<file path="config.mk">
export PLATFORM = sky130hd
export DESIGN_NAME = id_stage_flat
export DESIGN_NICKNAME = d
export VERILOG_FILES = /design/src/rtl/id_stage_if.sv /design/src/rtl/id_stage.sv /design/src/flat_wrapper.sv
export SDC_FILE = /design/constraint.sdc
export NUM_CORES = 2
export LEC_CHECK = 0
export CAP_MARGIN = 20
export CORE_AREA = 5 5 304 366
export CTS_CLUSTER_SIZE = 24
export DETAILED_ROUTE_END_ITERATION = 10
export DIE_AREA = 0 0 309 371
export PLACE_DENSITY_LB_ADDON = 0.3
export RECOVER_POWER = 50
export SLEW_MARGIN = 20
export SYNTH_ARGS = -nofsm -noshare
export SYNTH_HDL_FRONTEND = slang
export SYNTH_SLANG_ARGS = --single-unit
</file>
<file path="constraint.sdc">
create_clock -name clk_i -period 4.75 [get_ports clk_i]
set_input_delay 0.95 -clock clk_i [delete_from_list [all_inputs] [get_ports clk_i]]
set_output_delay 0.95 -clock clk_i [all_outputs]
set_load 0.02 [all_outputs]
</file>
<file path="src/rtl/id_stage_if.sv">
// IFID -> ID -> IDEX signal bundle for the decode stage, plus write-back and flush inputs.
// The slave modport is the decode stage; master is whoever drives IFID/WB and consumes IDEX.
interface id_stage_if #(parameter int DATA_W = 32);
  logic [DATA_W-1:0] IFID_pc_i;
  logic [31:0]       IFID_ir_i;
  logic              WB_reg_write_i;
  logic [4:0]        WB_write_reg_i;
  logic [DATA_W-1:0] WB_write_data_i;
  logic              MEM_ctrl_pc_src_i;
  logic              stall_o;
  logic [DATA_W-1:0] IDEX_pc_o;
  logic [DATA_W-1:0] IDEX_rs_data_o;
  logic [DATA_W-1:0] IDEX_rt_data_o;
  logic [DATA_W-1:0] IDEX_imm_o;
  logic [4:0]        IDEX_rt_o;
  logic [4:0]        IDEX_rd_o;
  logic              IDEX_ctrl_reg_dst_o;
  logic              IDEX_ctrl_alu_src_o;
  logic              IDEX_ctrl_branch_o;
  logic              IDEX_ctrl_mem_read_o;
  logic              IDEX_ctrl_mem_write_o;
  logic              IDEX_ctrl_reg_write_o;
  logic              IDEX_ctrl_mem_to_reg_o;
  logic [1:0]        IDEX_ctrl_alu_op_o;

  modport slave (
    input  IFID_pc_i, IFID_ir_i, WB_reg_write_i, WB_write_reg_i, WB_write_data_i,
           MEM_ctrl_pc_src_i,
    output stall_o, IDEX_pc_o, IDEX_rs_data_o, IDEX_rt_data_o, IDEX_imm_o, IDEX_rt_o,
           IDEX_rd_o, IDEX_ctrl_reg_dst_o, IDEX_ctrl_alu_src_o, IDEX_ctrl_branch_o,
           IDEX_ctrl_mem_read_o, IDEX_ctrl_mem_write_o, IDEX_ctrl_reg_write_o,
           IDEX_ctrl_mem_to_reg_o, IDEX_ctrl_alu_op_o
  );

  modport master (
    output IFID_pc_i, IFID_ir_i, WB_reg_write_i, WB_write_reg_i, WB_write_data_i,
           MEM_ctrl_pc_src_i,
    input  stall_o, IDEX_pc_o, IDEX_rs_data_o, IDEX_rt_data_o, IDEX_imm_o, IDEX_rt_o,
           IDEX_rd_o, IDEX_ctrl_reg_dst_o, IDEX_ctrl_alu_src_o, IDEX_ctrl_branch_o,
           IDEX_ctrl_mem_read_o, IDEX_ctrl_mem_write_o, IDEX_ctrl_reg_write_o,
           IDEX_ctrl_mem_to_reg_o, IDEX_ctrl_alu_op_o
  );
endinterface

</file>
<file path="src/rtl/id_stage.sv">
// MIPS decode stage: register file with WB bypass, control decode, sign-extend, IDEX registers.
// ID_HAZARD_DETECT_EN enables the load-use stall; without it stall_o is tied low.
module id_stage #(
  parameter int NUM_REGS = 32,
  parameter int DATA_W   = 32
) (
  input  logic        clk_i,
  input  logic        n_rst_i,
  id_stage_if.slave   bus
);
  localparam logic [5:0] OP_RTYPE = 6'b000000;
  localparam logic [5:0] OP_LW    = 6'b100011;
  localparam logic [5:0] OP_SW    = 6'b101011;
  localparam logic [5:0] OP_BEQ   = 6'b000100;
  localparam logic [5:0] OP_ADDI  = 6'b001000;

  typedef struct packed {
    logic       reg_dst;
    logic       alu_src;
    logic       mem_to_reg;
    logic       reg_write;
    logic       mem_read;
    logic       mem_write;
    logic       branch;
    logic [1:0] alu_op;
  } ctrl_t;

  logic [5:0]  opcode;
  logic [4:0]  rs, rt, rd;
  logic        wb_en;
  logic        bubble;
  logic        stall;
  ctrl_t       dec_ctrl, ex_ctrl;

  logic [DATA_W-1:0] rf [NUM_REGS];
  logic [DATA_W-1:0] rs_data, rt_data, imm;
  logic [DATA_W-1:0] ex_pc, ex_rs_data, ex_rt_data, ex_imm;
  logic [4:0]        ex_rt, ex_rd;

  assign opcode = bus.IFID_ir_i[31:26];
  assign rs     = bus.IFID_ir_i[25:21];
  assign rt     = bus.IFID_ir_i[20:16];
  assign rd     = bus.IFID_ir_i[15:11];
  assign imm    = {{(DATA_W-16){bus.IFID_ir_i[15]}}, bus.IFID_ir_i[15:0]};
  assign wb_en  = bus.WB_reg_write_i && (bus.WB_write_reg_i != 5'd0);

  always_comb begin
    dec_ctrl = '0;
    case (opcode)
      OP_RTYPE: dec_ctrl = '{reg_dst: 1'b1, reg_write: 1'b1, alu_op: 2'b10, default: '0};
      OP_LW:    dec_ctrl = '{alu_src: 1'b1, mem_to_reg: 1'b1, reg_write: 1'b1,
                             mem_read: 1'b1, default: '0};
      OP_SW:    dec_ctrl = '{alu_src: 1'b1, mem_write: 1'b1, default: '0};
      OP_BEQ:   dec_ctrl = '{branch: 1'b1, alu_op: 2'b01, default: '0};
      OP_ADDI:  dec_ctrl = '{alu_src: 1'b1, reg_write: 1'b1, default: '0};
      default:  dec_ctrl = '0;
    endcase
  end

  // Same-cycle WB forwarding so the operand is never the stale array value.
  always_comb begin
    rs_data = rf[rs];
    rt_data = rf[rt];
    if (wb_en && bus.WB_write_reg_i == rs) rs_data = bus.WB_write_data_i;
    if (wb_en && bus.WB_write_reg_i == rt) rt_data = bus.WB_write_data_i;
    if (rs == 5'd0) rs_data = '0;
    if (rt == 5'd0) rt_data = '0;
  end

`ifdef ID_HAZARD_DETECT_EN
  assign stall = ex_ctrl.mem_read && (ex_rt != 5'd0) && ((ex_rt == rs) || (ex_rt == rt));
`else
  assign stall = 1'b0;
`endif

  // Flush and stall produce the same bubble, so their overlap needs no extra priority.
  assign bubble = bus.MEM_ctrl_pc_src_i || stall;

  always_ff @(posedge clk_i) begin
    if (!n_rst_i) begin
      for (int i = 0; i < NUM_REGS; i++) rf[i] <= '0;
    end else if (wb_en) begin
      rf[bus.WB_write_reg_i] <= bus.WB_write_data_i;
    end
  end

  always_ff @(posedge clk_i) begin
    if (!n_rst_i) begin
      ex_pc      <= '0;
      ex_rs_data <= '0;
      ex_rt_data <= '0;
      ex_imm     <= '0;
      ex_rt      <= '0;
      ex_rd      <= '0;
      ex_ctrl    <= '0;
    end else begin
      ex_pc      <= bus.IFID_pc_i;
      ex_rs_data <= rs_data;
      ex_rt_data <= rt_data;
      ex_imm     <= imm;
      ex_rt      <= rt;
      ex_rd      <= rd;
      ex_ctrl    <= bubble ? ctrl_t'('0) : dec_ctrl;
    end
  end

  assign bus.stall_o                = stall;
  assign bus.IDEX_pc_o              = ex_pc;
  assign bus.IDEX_rs_data_o         = ex_rs_data;
  assign bus.IDEX_rt_data_o         = ex_rt_data;
  assign bus.IDEX_imm_o             = ex_imm;
  assign bus.IDEX_rt_o              = ex_rt;
  assign bus.IDEX_rd_o              = ex_rd;
  assign bus.IDEX_ctrl_reg_dst_o    = ex_ctrl.reg_dst;
  assign bus.IDEX_ctrl_alu_src_o    = ex_ctrl.alu_src;
  assign bus.IDEX_ctrl_branch_o     = ex_ctrl.branch;
  assign bus.IDEX_ctrl_mem_read_o   = ex_ctrl.mem_read;
  assign bus.IDEX_ctrl_mem_write_o  = ex_ctrl.mem_write;
  assign bus.IDEX_ctrl_reg_write_o  = ex_ctrl.reg_write;
  assign bus.IDEX_ctrl_mem_to_reg_o = ex_ctrl.mem_to_reg;
  assign bus.IDEX_ctrl_alu_op_o     = ex_ctrl.alu_op;
endmodule

</file>
<file path="src/flat_wrapper.sv">
// flat-port wrapper written by rule: the top's interface ports become plain ports
module id_stage_flat 
#(
  parameter int NUM_REGS = 32,
  parameter int DATA_W   = 32
)
  (clk_i, n_rst_i, bus_IFID_pc_i, bus_IFID_ir_i, bus_WB_reg_write_i, bus_WB_write_reg_i, bus_WB_write_data_i, bus_MEM_ctrl_pc_src_i, bus_stall_o, bus_IDEX_pc_o, bus_IDEX_rs_data_o, bus_IDEX_rt_data_o, bus_IDEX_imm_o, bus_IDEX_rt_o, bus_IDEX_rd_o, bus_IDEX_ctrl_reg_dst_o, bus_IDEX_ctrl_alu_src_o, bus_IDEX_ctrl_branch_o, bus_IDEX_ctrl_mem_read_o, bus_IDEX_ctrl_mem_write_o, bus_IDEX_ctrl_reg_write_o, bus_IDEX_ctrl_mem_to_reg_o, bus_IDEX_ctrl_alu_op_o);
  id_stage_if #(.DATA_W(DATA_W)) bus_i ();
  input  logic clk_i;
  input  logic n_rst_i;
  input wire logic [$bits(bus_i.IFID_pc_i)-1:0] bus_IFID_pc_i;
  input wire logic [$bits(bus_i.IFID_ir_i)-1:0] bus_IFID_ir_i;
  input wire logic [$bits(bus_i.WB_reg_write_i)-1:0] bus_WB_reg_write_i;
  input wire logic [$bits(bus_i.WB_write_reg_i)-1:0] bus_WB_write_reg_i;
  input wire logic [$bits(bus_i.WB_write_data_i)-1:0] bus_WB_write_data_i;
  input wire logic [$bits(bus_i.MEM_ctrl_pc_src_i)-1:0] bus_MEM_ctrl_pc_src_i;
  output wire logic [$bits(bus_i.stall_o)-1:0] bus_stall_o;
  output wire logic [$bits(bus_i.IDEX_pc_o)-1:0] bus_IDEX_pc_o;
  output wire logic [$bits(bus_i.IDEX_rs_data_o)-1:0] bus_IDEX_rs_data_o;
  output wire logic [$bits(bus_i.IDEX_rt_data_o)-1:0] bus_IDEX_rt_data_o;
  output wire logic [$bits(bus_i.IDEX_imm_o)-1:0] bus_IDEX_imm_o;
  output wire logic [$bits(bus_i.IDEX_rt_o)-1:0] bus_IDEX_rt_o;
  output wire logic [$bits(bus_i.IDEX_rd_o)-1:0] bus_IDEX_rd_o;
  output wire logic [$bits(bus_i.IDEX_ctrl_reg_dst_o)-1:0] bus_IDEX_ctrl_reg_dst_o;
  output wire logic [$bits(bus_i.IDEX_ctrl_alu_src_o)-1:0] bus_IDEX_ctrl_alu_src_o;
  output wire logic [$bits(bus_i.IDEX_ctrl_branch_o)-1:0] bus_IDEX_ctrl_branch_o;
  output wire logic [$bits(bus_i.IDEX_ctrl_mem_read_o)-1:0] bus_IDEX_ctrl_mem_read_o;
  output wire logic [$bits(bus_i.IDEX_ctrl_mem_write_o)-1:0] bus_IDEX_ctrl_mem_write_o;
  output wire logic [$bits(bus_i.IDEX_ctrl_reg_write_o)-1:0] bus_IDEX_ctrl_reg_write_o;
  output wire logic [$bits(bus_i.IDEX_ctrl_mem_to_reg_o)-1:0] bus_IDEX_ctrl_mem_to_reg_o;
  output wire logic [$bits(bus_i.IDEX_ctrl_alu_op_o)-1:0] bus_IDEX_ctrl_alu_op_o;
  assign bus_i.IFID_pc_i = bus_IFID_pc_i;
  assign bus_i.IFID_ir_i = bus_IFID_ir_i;
  assign bus_i.WB_reg_write_i = bus_WB_reg_write_i;
  assign bus_i.WB_write_reg_i = bus_WB_write_reg_i;
  assign bus_i.WB_write_data_i = bus_WB_write_data_i;
  assign bus_i.MEM_ctrl_pc_src_i = bus_MEM_ctrl_pc_src_i;
  assign bus_stall_o = bus_i.stall_o;
  assign bus_IDEX_pc_o = bus_i.IDEX_pc_o;
  assign bus_IDEX_rs_data_o = bus_i.IDEX_rs_data_o;
  assign bus_IDEX_rt_data_o = bus_i.IDEX_rt_data_o;
  assign bus_IDEX_imm_o = bus_i.IDEX_imm_o;
  assign bus_IDEX_rt_o = bus_i.IDEX_rt_o;
  assign bus_IDEX_rd_o = bus_i.IDEX_rd_o;
  assign bus_IDEX_ctrl_reg_dst_o = bus_i.IDEX_ctrl_reg_dst_o;
  assign bus_IDEX_ctrl_alu_src_o = bus_i.IDEX_ctrl_alu_src_o;
  assign bus_IDEX_ctrl_branch_o = bus_i.IDEX_ctrl_branch_o;
  assign bus_IDEX_ctrl_mem_read_o = bus_i.IDEX_ctrl_mem_read_o;
  assign bus_IDEX_ctrl_mem_write_o = bus_i.IDEX_ctrl_mem_write_o;
  assign bus_IDEX_ctrl_reg_write_o = bus_i.IDEX_ctrl_reg_write_o;
  assign bus_IDEX_ctrl_mem_to_reg_o = bus_i.IDEX_ctrl_mem_to_reg_o;
  assign bus_IDEX_ctrl_alu_op_o = bus_i.IDEX_ctrl_alu_op_o;
  id_stage #(.NUM_REGS(NUM_REGS), .DATA_W(DATA_W)) u_core (.clk_i(clk_i), .n_rst_i(n_rst_i), .bus(bus_i));
endmodule
</file>
# --- Word level (Yosys, flattened, before mapping) ---
# Memory sizes are Yosys's and may differ from the RTL's. A register that Yosys moved wholly into a read port is not among the register bits.
# Cells that the tools add are included.
word_totals:
  ff_bits: 67
  mem_bits_rw: 1024
  inputBits: 105
  out_inout_bits: 148
  word_cells: 35
  memories: 1
mem_list:
  columns: ["name", "words", "word_bits", "read_ports", "rd_ports_with_merged_regs", "wr", "line", "text"]
  rows:
  - ["u_core.rf", 32, 32, 2, 2, 32, "id_stage.sv:35", "logic [DATA_W-1:0] rf [NUM_REGS];"]
classes:
  n_eq_ne: 4
  n_mux: 8
  bitwise: 1
  reduce_logical: 9
op_table:
  columns: ["cell", "count"]
  rows:
  - ["$pmux W9 S5", 1]
  - ["$mux W32", 1]
  - ["$reduce_or A32 Y1", 1]
  - ["$eq A6 B6 Y1 const B", 2]
  - ["$logic_not A5 Y1", 2]
  - ["$eq A6 B3 Y1 const B", 1]
  - ["$eq A6 B4 Y1 const B", 1]
  - ["$logic_not A6 Y1", 1]
  - ["$reduce_or A2 Y1", 3]
  - ["$mux W1", 5]
  - ["$mux W5", 1]
  - ["$reduce_bool A5 Y1", 1]
  - ["$logic_and A1 B1 Y1", 1]
  - ["$not A1 Y1", 1]

# --- Logic depth before layout (Yosys ltp) ---
depth:
  depth_word: 7
  ltp_mapped: 10
  mapped_depth_nobuf: 5

# --- Least setup slack after synthesis ---
# No wires, ideal clock.
synth_path:
  path_type: "input-to-reg"
  from: "in bus_WB_write_reg_i[0]"
  to: "mem u_core.rf[28][0] (enable)"
  arrival_ps: 4067
  required_time_ps: 4284
  setup_slack_ps: 217
  path_stages: 5
  cell_sequence: "buf_2 -> nor2_1 -> nand3_1 -> clkbuf_1 -> o21ai_0"
synth_rtl:
  columns: ["item", "line", "text"]
  rows:
  - ["start: declaration", "flat_wrapper.sv:14", "input wire logic [$bits(bus_i.WB_write_reg_i)-1:0] bus_WB_write_reg_i;"]
  - ["end: declaration", "id_stage.sv:35", null]

==> results_dict.tcl <==
set metrics [dict create \
    gp_congestion 0.894 \
    worst-setup-path-type "input pin to flop" \
    antenna_found_initial 26 \
    grt_overflow 0 \
    final_common_cell "edfxtp_1" \
    postCtsHoldBufs 0 \
    power.share.sequential_pct 49.1 \
    cp_max_fo 17 \
    synth-seq-cells 1147 \
    irDropWorstVdd_mv 0.329 \
    relSlewSlack_pct -63.4 \
    power_frac_comb_pct 12.2 \
    reg2reg_from "u_core.rf[6][31]$_SDFFCE_PN0P_" \
    min_to "u_core.bus.IDEX_pc_o[11]$_SDFF_PN0_" \
    drive_gt1_share_pct 19.4 \
    synthTopCellsByArea "edfxtp_1 (53%), mux4_2 (14%), and2_1 (10%), mux2i_1 (4.9%), dfxtp_1 (4.2%)" \
    cts.sink_count 1147 \
    initial_utilization_pct 54.5 \
    synth_cell_types 52 \
    first_pass_iters 6 \
    regToRegSetupSlack_ns 2.43 \
    fin_crit_sh_pct 85.8 \
    first_iter_violations 6399 \
    required_ns 5.34 \
    post-dp-hpwl_um 121000 \
    yosys.area.top_type "edfxtp_1" \
    p_int_w 0.0182 \
    cts-root-buf "clkbuf_16" \
    fillCellCount 7799 \
    syn_to_final_growth_pct 14.2 \
    die_w_um 309 \
    final_max_slew_viol_count 243 \
    portBuffers 251 \
    p_clk_share_pct 38.8 \
    drc 0 \
    syn_inst 4028 \
    die_y_um 371 \
    hp-class "input pin to flop" \
    worstMarginPinSlew_ns 2.44 \
    synth_edf_count 1024 \
    setup_viol 0 \
    synthFlopType "edfxtp_1" \
    vias 40317 \
    hold_depth 2 \
    grt.total_usage_pct 35.0 \
    seq_area_frac_synth_pct 56.8 \
    cts_resized 0 \
    ioPinCount 253 \
    regArea_sq_um 33200 \
    violations "max-capacitance violations, max-slew violations" \
    grt_pass1_wl_um 286000 \
    layout.nets 4259 \
    cts_tree "yes" \
    startpoint_type "input pin" \
    maxCapViolations 16 \
    cellPowerDensity_nw_per_um2 364 \
    cts-buffers-inserted 116 \
    routed_wl_um 204000 \
    async_flop_share_pct 0 \
    grt_pass1_vias 39935 \
    critical_path_arrival_ns 4.66 \
    avgSynthCellArea_sq_um 14.5 \
    final_cell_mix "edfxtp_1 (1024), and2_1 (752), mux4_2 (376)" \
    post_drt_wl_per_cell_um 35.9 \
    finalInstanceArea_sq_um 66700 \
    vias_per_cell 7.10 \
    core_area_sq_um 107000 \
    max-clock-path-buffers 3 \
    netlist_area_sq_um 58400 \
    multi_input_area_sq_um 23600 \
    die_area_sq_um 115000 \
    r2r-end "u_core.bus.IDEX_rs_data_o[31]$_SDFF_PP0_" \
    period_needed_ns 4.08 \
    switching_share_pct 25.1 \
    max_freq_ghz 0.245 \
    grt_max_degree 94 \
    power_leakage_nw 24.0 \
    cts_setup_buffers 0 \
    insertion_delay_ns 0.74 \
    grt_setup_unrepaired "false" \
    post_dp_cell_area_sq_um 63300 \
    p_sw_w 0.00610 \
    crit_path_end_kind "flop" \
    final.setup_skew_ns 0.0266 \
    path_clk_slew_ns 0.06 \
    num_rows 132 \
    ant_nets 0 \
    hold_start "bus_IFID_pc_i[11]" \
    status "finished with violations" \
    synth_warnings 0 \
    reg2regPathDepth 5 \
    synth_top_area_share_pct 52.6 \
    tns_ns 0 \
    h-tree-depth 3 \
    cp-startpoint "bus_WB_write_reg_i[3]" \
    hold_viol_final 0 \
]
[cells in the mapped netlist (12+ instances only)]
master and n:
mux2i_1 286, a22oi_1 59, edfxtp_1 1024, and3_1 97, a221oi_1 64, a211o_1 32
a32o_1 32, buf_1 12, a221o_1 18, buf_4 54, clkbuf_1 305, mux2_2 32
buf_2 80, mux4_2 376, o21bai_1 32, a211oi_1 95, and2_1 950, o21ai_0 28
nand2_1 64, o22ai_1 31, a21oi_1 45, o221ai_1 31, dfxtp_1 123, nor2_1 33
nor2b_1 41
[stage by stage]
step	hold slack, ns	instances	total power (W)	utilization (%)	setup slack [ns]
after floorplan	0.764	4060	0.0138	-	0.217
after global placement	0.834	5438	0.0150	59.0	0.979
after detailed placement	0.840	5442	0.0150	59.1	0.919
after CTS	0.577	5658	0.0243	62.7	1.64
after global routing	0.787	5662	0.0248	62.2	0.822
final	0.793	5677	0.0243	62.2	0.674
[power groups by stage]
| stage | clock network (W) | logic, W | registers (W) |
|---|---|---|---|
| after detailed placement | 0 | 0.00294 | 0.0121 |
| after CTS | 0.00943 | 0.00295 | 0.0119 |
| after global placement | 0 | 0.00291 | 0.0121 |
| after global routing | 0.00987 | 0.00303 | 0.0119 |
| after floorplan | 0 | 0.00168 | 0.0121 |
| final | 0.00941 | 0.00295 | 0.0119 |
[critical path: stages]
cell and delay, ns:
dlygate4sd3_1 0.76, or3_1 0.46, buf_4 0.21, nor2_1 1.81, buf_12 0.26, and2_1 0.15
[layer usage]
metal	GRT usage, %	vias to the layer above	part of all wire [%]
li1	-	15721	-
met1	44.6	20154	34
met2	53.4	3659	45
met3	12.3	775	15
met4	18.3	8	6.3
met5	0	-	0.029
[kinds of logic after synthesis]
group / after synthesis / synth area share, %
AOI/OAI and AO/OA: 483 / 6.34
xor gates and xnor gates: 10 / 0.150
muxes: 703 / 20.4
and+or+nand+nor: 1220 / 12.6
buffers and inverters: 464 / 3.61
DFF: 1147 / 56.8
other: 1 / 0.00642
[final cells by class]
cell class,instances,share of cell area [%]
repair buffers,436,6.34
inverters,4,0.0225
clock buffers,158,4.94
clock inverters,58,0.876
diodes,18,0.0675
well taps,1407,2.64
flip-flops and latches,1147,49.8
multi-input cells,2449,35.3
[state kept, by name, summed over array words and instances (netlist names)]
| register | count |
|---|---|
| u_core.bus.IDEX_rd_o | 4 |
| u_core.rf | 1024 |
| u_core.bus.IDEX_ctrl_reg_write_o | 1 |
| u_core.bus.IDEX_pc_o | 32 |
| u_core.bus.IDEX_imm_o | 12 |
| u_core.bus.IDEX_ctrl_alu_src_o | 1 |
| u_core.bus.IDEX_rt_data_o | 32 |
| u_core.bus.IDEX_ctrl_mem_write_o | 1 |
| u_core.bus.IDEX_rs_data_o | 32 |
| u_core.bus.IDEX_ctrl_mem_read_o | 1 |
| u_core.bus.IDEX_ctrl_alu_op_o | 2 |
| u_core.bus.IDEX_rt_o | 5 |
[how the worst max path moves through the flow]
stage / to / slack (ns)
after CTS: bus_IDEX_imm_o[18] / 1.64
after floorplan: u_core.rf[28][0]$_SDFFCE_PN0P_ / 0.22
final: u_core.rf[3][11]$_SDFFCE_PN0P_ / 0.67
after global routing: u_core.rf[3][21]$_SDFFCE_PN0P_ / 0.82
after global placement: u_core.rf[28][12]$_SDFFCE_PN0P_ / 0.98
after detailed placement: u_core.rf[16][9]$_SDFFCE_PN0P_ / 0.92
(Power assumes the default switching activity.)
